==> src/rtl/ctrl_pkg.sv <==
// Shared definitions for the multicycle RV32I controller: state codes,
// opcodes and the encodings of every datapath select it drives.
package ctrl_pkg;

  typedef enum logic [3:0] {
    S_FETCH    = 4'd0,
    S_DECODE   = 4'd1,
    S_MEMADR   = 4'd2,
    S_MEMREAD  = 4'd3,
    S_MEMWB    = 4'd4,
    S_MEMWRITE = 4'd5,
    S_EXECR    = 4'd6,
    S_EXECI    = 4'd7,
    S_ALUWB    = 4'd8,
    S_JALR     = 4'd9,
    S_JAL      = 4'd10,
    S_BRANCH   = 4'd11,
    S_LUI      = 4'd12,
    S_AUIPC    = 4'd13,
    S_ERROR    = 4'd14
  } state_t;

  localparam logic [6:0] OP_LOAD   = 7'b0000011;
  localparam logic [6:0] OP_STORE  = 7'b0100011;
  localparam logic [6:0] OP_R      = 7'b0110011;
  localparam logic [6:0] OP_I      = 7'b0010011;
  localparam logic [6:0] OP_BRANCH = 7'b1100011;
  localparam logic [6:0] OP_JAL    = 7'b1101111;
  localparam logic [6:0] OP_JALR   = 7'b1100111;
  localparam logic [6:0] OP_LUI    = 7'b0110111;
  localparam logic [6:0] OP_AUIPC  = 7'b0010111;

  localparam logic [1:0] ALUOP_ADD   = 2'b00;
  localparam logic [1:0] ALUOP_SUB   = 2'b01;
  localparam logic [1:0] ALUOP_FUNCT = 2'b10;

  localparam logic [1:0] SRCA_PC    = 2'b00;
  localparam logic [1:0] SRCA_OLDPC = 2'b01;
  localparam logic [1:0] SRCA_RD1   = 2'b10;
  localparam logic [1:0] SRCA_ZERO  = 2'b11;

  localparam logic [1:0] SRCB_RD2  = 2'b00;
  localparam logic [1:0] SRCB_IMM  = 2'b01;
  localparam logic [1:0] SRCB_FOUR = 2'b10;

  localparam logic [1:0] RES_ALUOUT    = 2'b00;
  localparam logic [1:0] RES_DATA      = 2'b01;
  localparam logic [1:0] RES_ALURESULT = 2'b10;

  localparam logic [2:0] IMM_I = 3'b000;
  localparam logic [2:0] IMM_S = 3'b001;
  localparam logic [2:0] IMM_B = 3'b010;
  localparam logic [2:0] IMM_J = 3'b011;
  localparam logic [2:0] IMM_U = 3'b100;

endpackage

==> src/rtl/mc_control_fsm_if.sv <==
// Controller <-> datapath bundle: opcode and memory handshake in,
// mux selects and write strobes out.
interface mc_control_fsm_if;
  logic [6:0] op;
  logic       mem_ready;
  logic [1:0] ALUOp;
  logic [1:0] ALUSrcA;
  logic [1:0] ALUSrcB;
  logic [1:0] ResultSrc;
  logic [2:0] ImmSrc;
  logic       AdrSrc;
  logic       IRWrite;
  logic       PCUpdate;
  logic       Branch;
  logic       RegWrite;
  logic       MemWrite;
  logic       illegal;
  logic [3:0] state_o;

  modport master (
    input  op, mem_ready,
    output ALUOp, ALUSrcA, ALUSrcB, ResultSrc, ImmSrc, AdrSrc,
           IRWrite, PCUpdate, Branch, RegWrite, MemWrite, illegal, state_o
  );

  modport slave (
    output op, mem_ready,
    input  ALUOp, ALUSrcA, ALUSrcB, ResultSrc, ImmSrc, AdrSrc,
           IRWrite, PCUpdate, Branch, RegWrite, MemWrite, illegal, state_o
  );
endinterface

==> src/rtl/mc_control_fsm_imm_src_dec.sv <==
// Immediate-format decoder: picks the ImmSrc encoding straight from the
// opcode, independent of controller state.
module imm_src_dec
  import ctrl_pkg::*;
(
  input  logic [6:0] op,
  output logic [2:0] imm_src
);

  always_comb begin
    imm_src = IMM_I;
    case (op)
      OP_LOAD, OP_JALR, OP_I: imm_src = IMM_I;
      OP_STORE:               imm_src = IMM_S;
      OP_BRANCH:              imm_src = IMM_B;
      OP_JAL:                 imm_src = IMM_J;
      OP_LUI, OP_AUIPC:       imm_src = IMM_U;
      default:                imm_src = IMM_I;
    endcase
  end

endmodule

==> src/rtl/mc_control_fsm.sv <==
// Multicycle RV32I main controller: Moore FSM stepping each instruction
// through fetch/decode/execute/memory/writeback and driving the datapath.
module mc_control_fsm
  import ctrl_pkg::*;
#(
  parameter bit ERR_STICKY = 1'b1
) (
  input  logic          clk,
  input  logic          reset,
  mc_control_fsm_if.master bus
);

  state_t     state_reg;
  state_t     out_state;
  logic [1:0] alu_op, src_a, src_b, res_src;
  logic       adr_src, ir_write, pc_update, branch, reg_write, mem_write, illegal;

  always_ff @(posedge clk) begin
    if (reset) begin
      state_reg <= S_FETCH;
    end else begin
      case (state_reg)
        S_FETCH:    if (bus.mem_ready) state_reg <= S_DECODE;
        S_DECODE: begin
          case (bus.op)
            OP_LOAD, OP_STORE: state_reg <= S_MEMADR;
            OP_R:              state_reg <= S_EXECR;
            OP_I:              state_reg <= S_EXECI;
            OP_JAL:            state_reg <= S_JAL;
            OP_JALR:           state_reg <= S_JALR;
            OP_BRANCH:         state_reg <= S_BRANCH;
            OP_LUI:            state_reg <= S_LUI;
            OP_AUIPC:          state_reg <= S_AUIPC;
            default:           state_reg <= S_ERROR;
          endcase
        end
        S_MEMADR:   state_reg <= bus.op[5] ? S_MEMWRITE : S_MEMREAD;
        S_MEMREAD:  if (bus.mem_ready) state_reg <= S_MEMWB;
        S_MEMWB:    state_reg <= S_FETCH;
        S_MEMWRITE: if (bus.mem_ready) state_reg <= S_FETCH;
        S_EXECR:    state_reg <= S_ALUWB;
        S_EXECI:    state_reg <= S_ALUWB;
        S_ALUWB:    state_reg <= S_FETCH;
        // jalr reuses the jal state to write PC and form the link value
        S_JALR:     state_reg <= S_JAL;
        S_JAL:      state_reg <= S_ALUWB;
        S_BRANCH:   state_reg <= S_FETCH;
        S_LUI:      state_reg <= S_ALUWB;
        S_AUIPC:    state_reg <= S_ALUWB;
        S_ERROR:    if (!ERR_STICKY) state_reg <= S_FETCH;
        default:    state_reg <= S_FETCH;
      endcase
    end
  end

  // During reset the outputs look like fetch with every strobe suppressed.
  assign out_state = reset ? S_FETCH : state_reg;

  always_comb begin
    alu_op    = ALUOP_ADD;
    src_a     = SRCA_PC;
    src_b     = SRCB_RD2;
    res_src   = RES_ALUOUT;
    adr_src   = 1'b0;
    ir_write  = 1'b0;
    pc_update = 1'b0;
    branch    = 1'b0;
    reg_write = 1'b0;
    mem_write = 1'b0;
    illegal   = 1'b0;
    case (out_state)
      S_FETCH: begin
        src_b     = SRCB_FOUR;
        res_src   = RES_ALURESULT;
        ir_write  = bus.mem_ready;
        pc_update = bus.mem_ready;
      end
      S_DECODE: begin
        src_a = SRCA_OLDPC;
        src_b = SRCB_IMM;
      end
      S_MEMADR, S_EXECI, S_JALR: begin
        src_a  = SRCA_RD1;
        src_b  = SRCB_IMM;
        alu_op = (out_state == S_EXECI) ? ALUOP_FUNCT : ALUOP_ADD;
      end
      S_MEMREAD: adr_src = 1'b1;
      S_MEMWB: begin
        res_src   = RES_DATA;
        reg_write = 1'b1;
      end
      S_MEMWRITE: begin
        adr_src   = 1'b1;
        mem_write = 1'b1;
      end
      S_EXECR: begin
        src_a  = SRCA_RD1;
        alu_op = ALUOP_FUNCT;
      end
      S_ALUWB: reg_write = 1'b1;
      S_JAL: begin
        src_a     = SRCA_OLDPC;
        src_b     = SRCB_FOUR;
        pc_update = 1'b1;
      end
      S_BRANCH: begin
        src_a  = SRCA_RD1;
        alu_op = ALUOP_SUB;
        branch = 1'b1;
      end
      S_LUI: begin
        src_a = SRCA_ZERO;
        src_b = SRCB_IMM;
      end
      S_AUIPC: begin
        src_a = SRCA_OLDPC;
        src_b = SRCB_IMM;
      end
      S_ERROR: illegal = 1'b1;
      default: ;
    endcase
    if (reset) begin
      ir_write  = 1'b0;
      pc_update = 1'b0;
      branch    = 1'b0;
      reg_write = 1'b0;
      mem_write = 1'b0;
      illegal   = 1'b0;
    end
  end

  imm_src_dec u_imm_src_dec (
    .op      (bus.op),
    .imm_src (bus.ImmSrc)
  );

  assign bus.ALUOp     = alu_op;
  assign bus.ALUSrcA   = src_a;
  assign bus.ALUSrcB   = src_b;
  assign bus.ResultSrc = res_src;
  assign bus.AdrSrc    = adr_src;
  assign bus.IRWrite   = ir_write;
  assign bus.PCUpdate  = pc_update;
  assign bus.Branch    = branch;
  assign bus.RegWrite  = reg_write;
  assign bus.MemWrite  = mem_write;
  assign bus.illegal   = illegal;
  assign bus.state_o   = out_state;

endmodule

==> src/flat_wrapper.sv <==
// flat-port wrapper written by rule: the top's interface ports become plain ports
module mc_control_fsm_flat import ctrl_pkg::*;
#(
  parameter bit ERR_STICKY = 1'b1
)
  (clk, reset, bus_op, bus_mem_ready, bus_ALUOp, bus_ALUSrcA, bus_ALUSrcB, bus_ResultSrc, bus_ImmSrc, bus_AdrSrc, bus_IRWrite, bus_PCUpdate, bus_Branch, bus_RegWrite, bus_MemWrite, bus_illegal, bus_state_o);
  mc_control_fsm_if bus_i ();
  input  logic clk;
  input  logic reset;
  input wire logic [$bits(bus_i.op)-1:0] bus_op;
  input wire logic [$bits(bus_i.mem_ready)-1:0] bus_mem_ready;
  output wire logic [$bits(bus_i.ALUOp)-1:0] bus_ALUOp;
  output wire logic [$bits(bus_i.ALUSrcA)-1:0] bus_ALUSrcA;
  output wire logic [$bits(bus_i.ALUSrcB)-1:0] bus_ALUSrcB;
  output wire logic [$bits(bus_i.ResultSrc)-1:0] bus_ResultSrc;
  output wire logic [$bits(bus_i.ImmSrc)-1:0] bus_ImmSrc;
  output wire logic [$bits(bus_i.AdrSrc)-1:0] bus_AdrSrc;
  output wire logic [$bits(bus_i.IRWrite)-1:0] bus_IRWrite;
  output wire logic [$bits(bus_i.PCUpdate)-1:0] bus_PCUpdate;
  output wire logic [$bits(bus_i.Branch)-1:0] bus_Branch;
  output wire logic [$bits(bus_i.RegWrite)-1:0] bus_RegWrite;
  output wire logic [$bits(bus_i.MemWrite)-1:0] bus_MemWrite;
  output wire logic [$bits(bus_i.illegal)-1:0] bus_illegal;
  output wire logic [$bits(bus_i.state_o)-1:0] bus_state_o;
  assign bus_i.op = bus_op;
  assign bus_i.mem_ready = bus_mem_ready;
  assign bus_ALUOp = bus_i.ALUOp;
  assign bus_ALUSrcA = bus_i.ALUSrcA;
  assign bus_ALUSrcB = bus_i.ALUSrcB;
  assign bus_ResultSrc = bus_i.ResultSrc;
  assign bus_ImmSrc = bus_i.ImmSrc;
  assign bus_AdrSrc = bus_i.AdrSrc;
  assign bus_IRWrite = bus_i.IRWrite;
  assign bus_PCUpdate = bus_i.PCUpdate;
  assign bus_Branch = bus_i.Branch;
  assign bus_RegWrite = bus_i.RegWrite;
  assign bus_MemWrite = bus_i.MemWrite;
  assign bus_illegal = bus_i.illegal;
  assign bus_state_o = bus_i.state_o;
  mc_control_fsm #(.ERR_STICKY(ERR_STICKY)) u_core (.clk(clk), .reset(reset), .bus(bus_i));
endmodule
==> config.mk <==
export PLATFORM = sky130hd
export DESIGN_NAME = mc_control_fsm_flat
export DESIGN_NICKNAME = d
export VERILOG_FILES = /design/src/rtl/ctrl_pkg.sv /design/src/rtl/mc_control_fsm_if.sv /design/src/rtl/mc_control_fsm_imm_src_dec.sv /design/src/rtl/mc_control_fsm.sv /design/src/flat_wrapper.sv
export SDC_FILE = /design/constraint.sdc
export NUM_CORES = 1
export LEC_CHECK = 0
export CAP_MARGIN = 20
export CORE_MARGIN = 2
export CORE_UTILIZATION = 38
export CTS_CLUSTER_SIZE = 25
export DETAILED_ROUTE_END_ITERATION = 10
export PLACE_DENSITY = 0.74
export SYNTH_ARGS = -nofsm -noshare
export SYNTH_HDL_FRONTEND = slang
export SYNTH_SLANG_ARGS = --single-unit
==> constraint.sdc <==
create_clock -name clk -period 1.7 [get_ports clk]
set_input_delay 0.255 -clock clk [delete_from_list [all_inputs] [get_ports clk]]
set_output_delay 0.255 -clock clk [all_outputs]
set_load 0.05 [all_outputs]
==> out/metrics.cfg, run 1 <==
[global_routing]
grt_start_max_net_pins=16

[yosys]
netlist_instances=104
ys.flop_type=dfxtp_1
synth_top_area_frac=0.111
seq_area_frac_synth=0.111
ys_async_sr_fraction=0
ys_ff_latch=4
syn-cell-area_um2=723
yosysUniqueCellTypes=43
ys_top_cells_by_count=nand2_1, nand2b_1, nor2_1
yosys-top-cells-area=dfxtp_1, nand2b_1, nand2_1
yosysMostFrequentCell=nand2_1
synth_edf_count=0
yosysWarnings=0
yosysTopAreaCell=dfxtp_1
syn_nets=114
syn-mean-instance-area_um2=6.95

[clock_tree]
ctsLongestPathBuffers=2
numCtsBuffers=3
cts.sinks=4
postCtsHoldBufs=0
htreeDepth=1
cts-root-buf=clkbuf_4

[floorplanning]
dieHeight_um=47.6
std_cell_rows=15
start_util=0.410
die_x_um=47.6
ioPinCount=32

[outcome]
lastStage=5_1_grt
stop_error=[ERROR DPL-0038] Utilization greater than 100%, impossible to legalize
status=did not finish

[timing]
worst-ep-kind=top-level output
worstEndpointGrtRepair=bus_ALUSrcA[0]

[place]
gp_congestion=0.827
dp_hpwl_um=2530
place_area_mm2=0.00154
portBuffers=31

-- cell families after synthesis --
group                     Yosys count  share of synthesized area
DFF                                 4                      0.111
xor gates and xnor gates            3                     0.0363
and+or+nand+nor                    49                      0.407
buffers and inverters              14                     0.0986
AOI/OAI and AO/OA                  34                      0.348
-- metrics by stage --
stage	hold WS (ns)	worst slack (ns)	setup TNS, ns	instances	utilization
floorplan	0.425	-0.353	-1.16	104	-
CTS	0.604	0.000581	0	188	0.952
detailed placement	0.780	-0.289	-0.827	182	0.873
global placement	0.760	-0.219	-0.409	182	0.873
-- timing repair --
| item | 4_1_cts |
|---|---|
| buffers inserted | 3 |
| pin swaps | 4 |
| hold endpoints to repair | 0 |
| gates resized for setup | 32 |
| endpoints found under the setup margin | 18 |
==> run 2: changes to the inputs <==
--- a/config.mk
+++ b/config.mk
@@ -6,11 +6,10 @@
 export NUM_CORES = 1
 export LEC_CHECK = 0
 export CAP_MARGIN = 20
-export CORE_MARGIN = 2
-export CORE_UTILIZATION = 38
-export CTS_CLUSTER_SIZE = 25
+export CORE_AREA = 2 2 63 65
 export DETAILED_ROUTE_END_ITERATION = 10
-export PLACE_DENSITY = 0.74
+export DIE_AREA = 0 0 65 67
+export PLACE_DENSITY_LB_ADDON = 0.15
 export SYNTH_ARGS = -nofsm -noshare
 export SYNTH_HDL_FRONTEND = slang
 export SYNTH_SLANG_ARGS = --single-unit
==> run 2 against run 1 <==
The flow now finishes without violations. Synthesized cell count unchanged. Area after synthesis stayed put.
==> out/metrics.cfg, run 2 <==
[yosys]
synth_xor_area_frac=0.0363  ; unchanged
yosysMostFrequentCell=nand2_1
netlist_instances=104  ; unchanged
synth_fa_ha_area_frac=0  ; unchanged
ys.flop_type=dfxtp_1
seq_area_frac_synth=0.111  ; unchanged
syn-cell-area_um2=723  ; unchanged
syn_nets=114  ; unchanged
synth-simple-area-share=0.407  ; unchanged
yosys-top-cells-area=dfxtp_1, nand2b_1, nand2_1
synth_compound_area_frac=0.348  ; unchanged
synthMuxAreaShare=0  ; unchanged
synth_top_area_frac=0.111  ; unchanged
ys_top_cells_by_count=nand2_1, nand2b_1, nor2_1
ys_async_sr_fraction=0  ; unchanged
synth_top_family_by_area=simple AND/OR/NAND/NOR gates
ys_ff_latch=4  ; unchanged
yosysWarnings=0  ; unchanged
synth_edf_count=0  ; unchanged
syn-mean-instance-area_um2=6.95  ; unchanged
yosysUniqueCellTypes=43  ; unchanged
yosysTopAreaCell=dfxtp_1

[power_and_ir_drop]
p_int_mw=0.774
p_sw_frac=0.444
cellPowerDensity_mw_per_mm2=759
finalPower_mw=1.39
p_comb_frac=0.728
p_leak_nw=0.808
clkPwrFrac=0.149
sequentialPowerShare=0.122
ir_drop_uv=343
p_switching_mw=0.618

[final_layout]
largest_reg_flops=4
drive_gt1_frac=0.635
area_growth_pct=153
fillers=341
final_common_cell=buf_4
n_antenna_cell=0
layout_common_cells=buf_4, buf_12, nand2_1
ff_latch_area_um2=95.1
multiInputGateArea_um2=753
nets=182
fin_util=0.508

[global_routing]
grt_start_max_net_pins=16
grt_pass1_wl_um=4930
antenna_found_initial=0
track_usage=0.145
grt_pass1_vias=1020
grt_overflow_total=0

[routing]
drt-pass1-iter-count=4
drc=0
num_vias=1049
wl_um=3070
first_iter_violations=46
antenna_left=0
routed_via_density=4.81
wl_per_cell_um=14.1

[worst_setup_path]
slowest_stage=dfxtp_4
startpoint_type=flop
worstReg2RegStart=u_core.state_reg[1]
path_class=reg2out
r2r_slack_ns=0.25
path_cells=buf_6 -> nand3b_2 -> o21ai_2 -> nor2_2 -> a211oi_4 -> buf_12
worstPathArrival_ns=1.43
worstPathMaxFanout=7
required_ns=1.44
rr_worst_depth=6
end_kind=primary output
crit_path_max_incr_delay_ns=0.41
timing.rr.end=u_core.state_reg[1]

[timing]
period_needed_ns=1.69
finalCritPeriodShare=0.992
hold_viol=0
fin_skew_ns=0.00526
fmax_mhz=593
finalSetupTns_ns=0
tightest_slew_ns=0.322
timing.hold.ws_ns=0.478
slew_violations=0
finalSetupViolations=0
worst_slack_ns=0.0143
slew_headroom=0.785
rsz0062_at_grt=yes

[worst_hold_path]
hp-class=in2reg
hold_path_end=u_core.state_reg[0]
hold_depth=4
hold_start=bus_mem_ready

[clock_tree]
numCtsBuffers=3  ; unchanged
insertion_delay_ns=0.22
cts.sinks=4  ; unchanged
ctsLongestPathBuffers=2  ; unchanged
clk_pin_slew_ns=0.04
cts-root-buf=clkbuf_8
cts_tree=done
htreeDepth=1  ; unchanged
postCtsHoldBufs=0  ; unchanged

[place]
dp_slack_ns=-0.246  ; +0.0430 ns
portBuffers=31  ; unchanged
dp_hpwl_um=2250  ; -11%
gp_congestion=0.789  ; -4.6%

[floorplanning]
start_util=0.201  ; -0.209
core-area_mm2=0.00361
die_x_um=65  ; +36%
dieArea_mm2=0.00436
dieHeight_um=67  ; +41%
std_cell_rows=22  ; +7
ioPinCount=32  ; unchanged

[outcome]
status=completed

[job]
drv_cap=0

-- run 2: critical path, delay by kind of cell, from the launching register on --
kind	cells	cell delay, ns
AO/OA/AOI/OAI	2	0.33
AND/OR/NAND/NOR	2	0.16
flip-flops	1	0.41
buffers and inverters	2	0.32
-- run 2: cell families after synthesis --
logic type             Yosys count
buffers and inverters           14
AO/OA/AOI/OAI                   34
AND/OR/NAND/NOR                 49
flip-flops                       4
XOR/XNOR                         3
-- run 2: what timing repair did --
| action | CTS | global route |
|---|---|---|
| setup buffers | 0 | 5 |
| endpoints found under the setup margin | 18 | 13 |
| endpoints found under the hold margin | 0 | 0 |
| resized for setup | 19 | 35 |
| pin swaps | 3 | 6 |
-- run 2: cell type report --
type	count	share of cell area
flip-flops and latches	4	0.0519
repair buffers	72	0.472
clock buffers	3	0.0225
inverters	5	0.0102
well taps	48	0.0328
multi-input cells	86	0.411
-- run 2: worst max-delay path by stage --
stage                                    from        endpoint  slack (ns)  cells after the start
after floorplan           u_core.state_reg[2]    bus_ALUOp[0]       -0.35                      3
after global placement              bus_op[6]   bus_ImmSrc[0]       -0.23                      4
after detailed placement            bus_op[6]   bus_ImmSrc[0]       -0.25                      4
after CTS                           bus_op[3]   bus_ImmSrc[0]       0.006                      4
after global routing      u_core.state_reg[1]  bus_ALUSrcA[0]       -0.04                      6
final                     u_core.state_reg[1]  bus_ALUSrcA[0]        0.01                      6
-- run 2: power by group through the flow --
stage	Combinational (mW)	Clock (mW)	Sequential, mW
2_1_floorplan	0.508	0	0.124
3_3_place_gp	0.881	0	0.156
3_5_place_dp	0.888	0	0.156
4_1_cts	0.915	0.208	0.161
5_1_grt	1.07	0.220	0.174
6_report	1.01	0.208	0.170
-- run 2: metal layers --
layer	global-route usage	vias up	wire length, um
li1	-	522	-
met3	0.0304	0	89
met1	0.186	512	1350
met4	0.0319	0	0
met2	0.247	15	1630
met5	0	-	0
-- run 2: stage by stage --
| stage | std cells | instance area (um2) |
|---|---|---|
| after floorplan | 104 | 798 |
| after global placement | 210 | 1610 |
| after detailed placement | 210 | 1610 |
| after CTS | 213 | 1690 |
| after global routing | 218 | 1830 |
| final | 218 | 1830 |
Power figures use the tool's default switching activity.
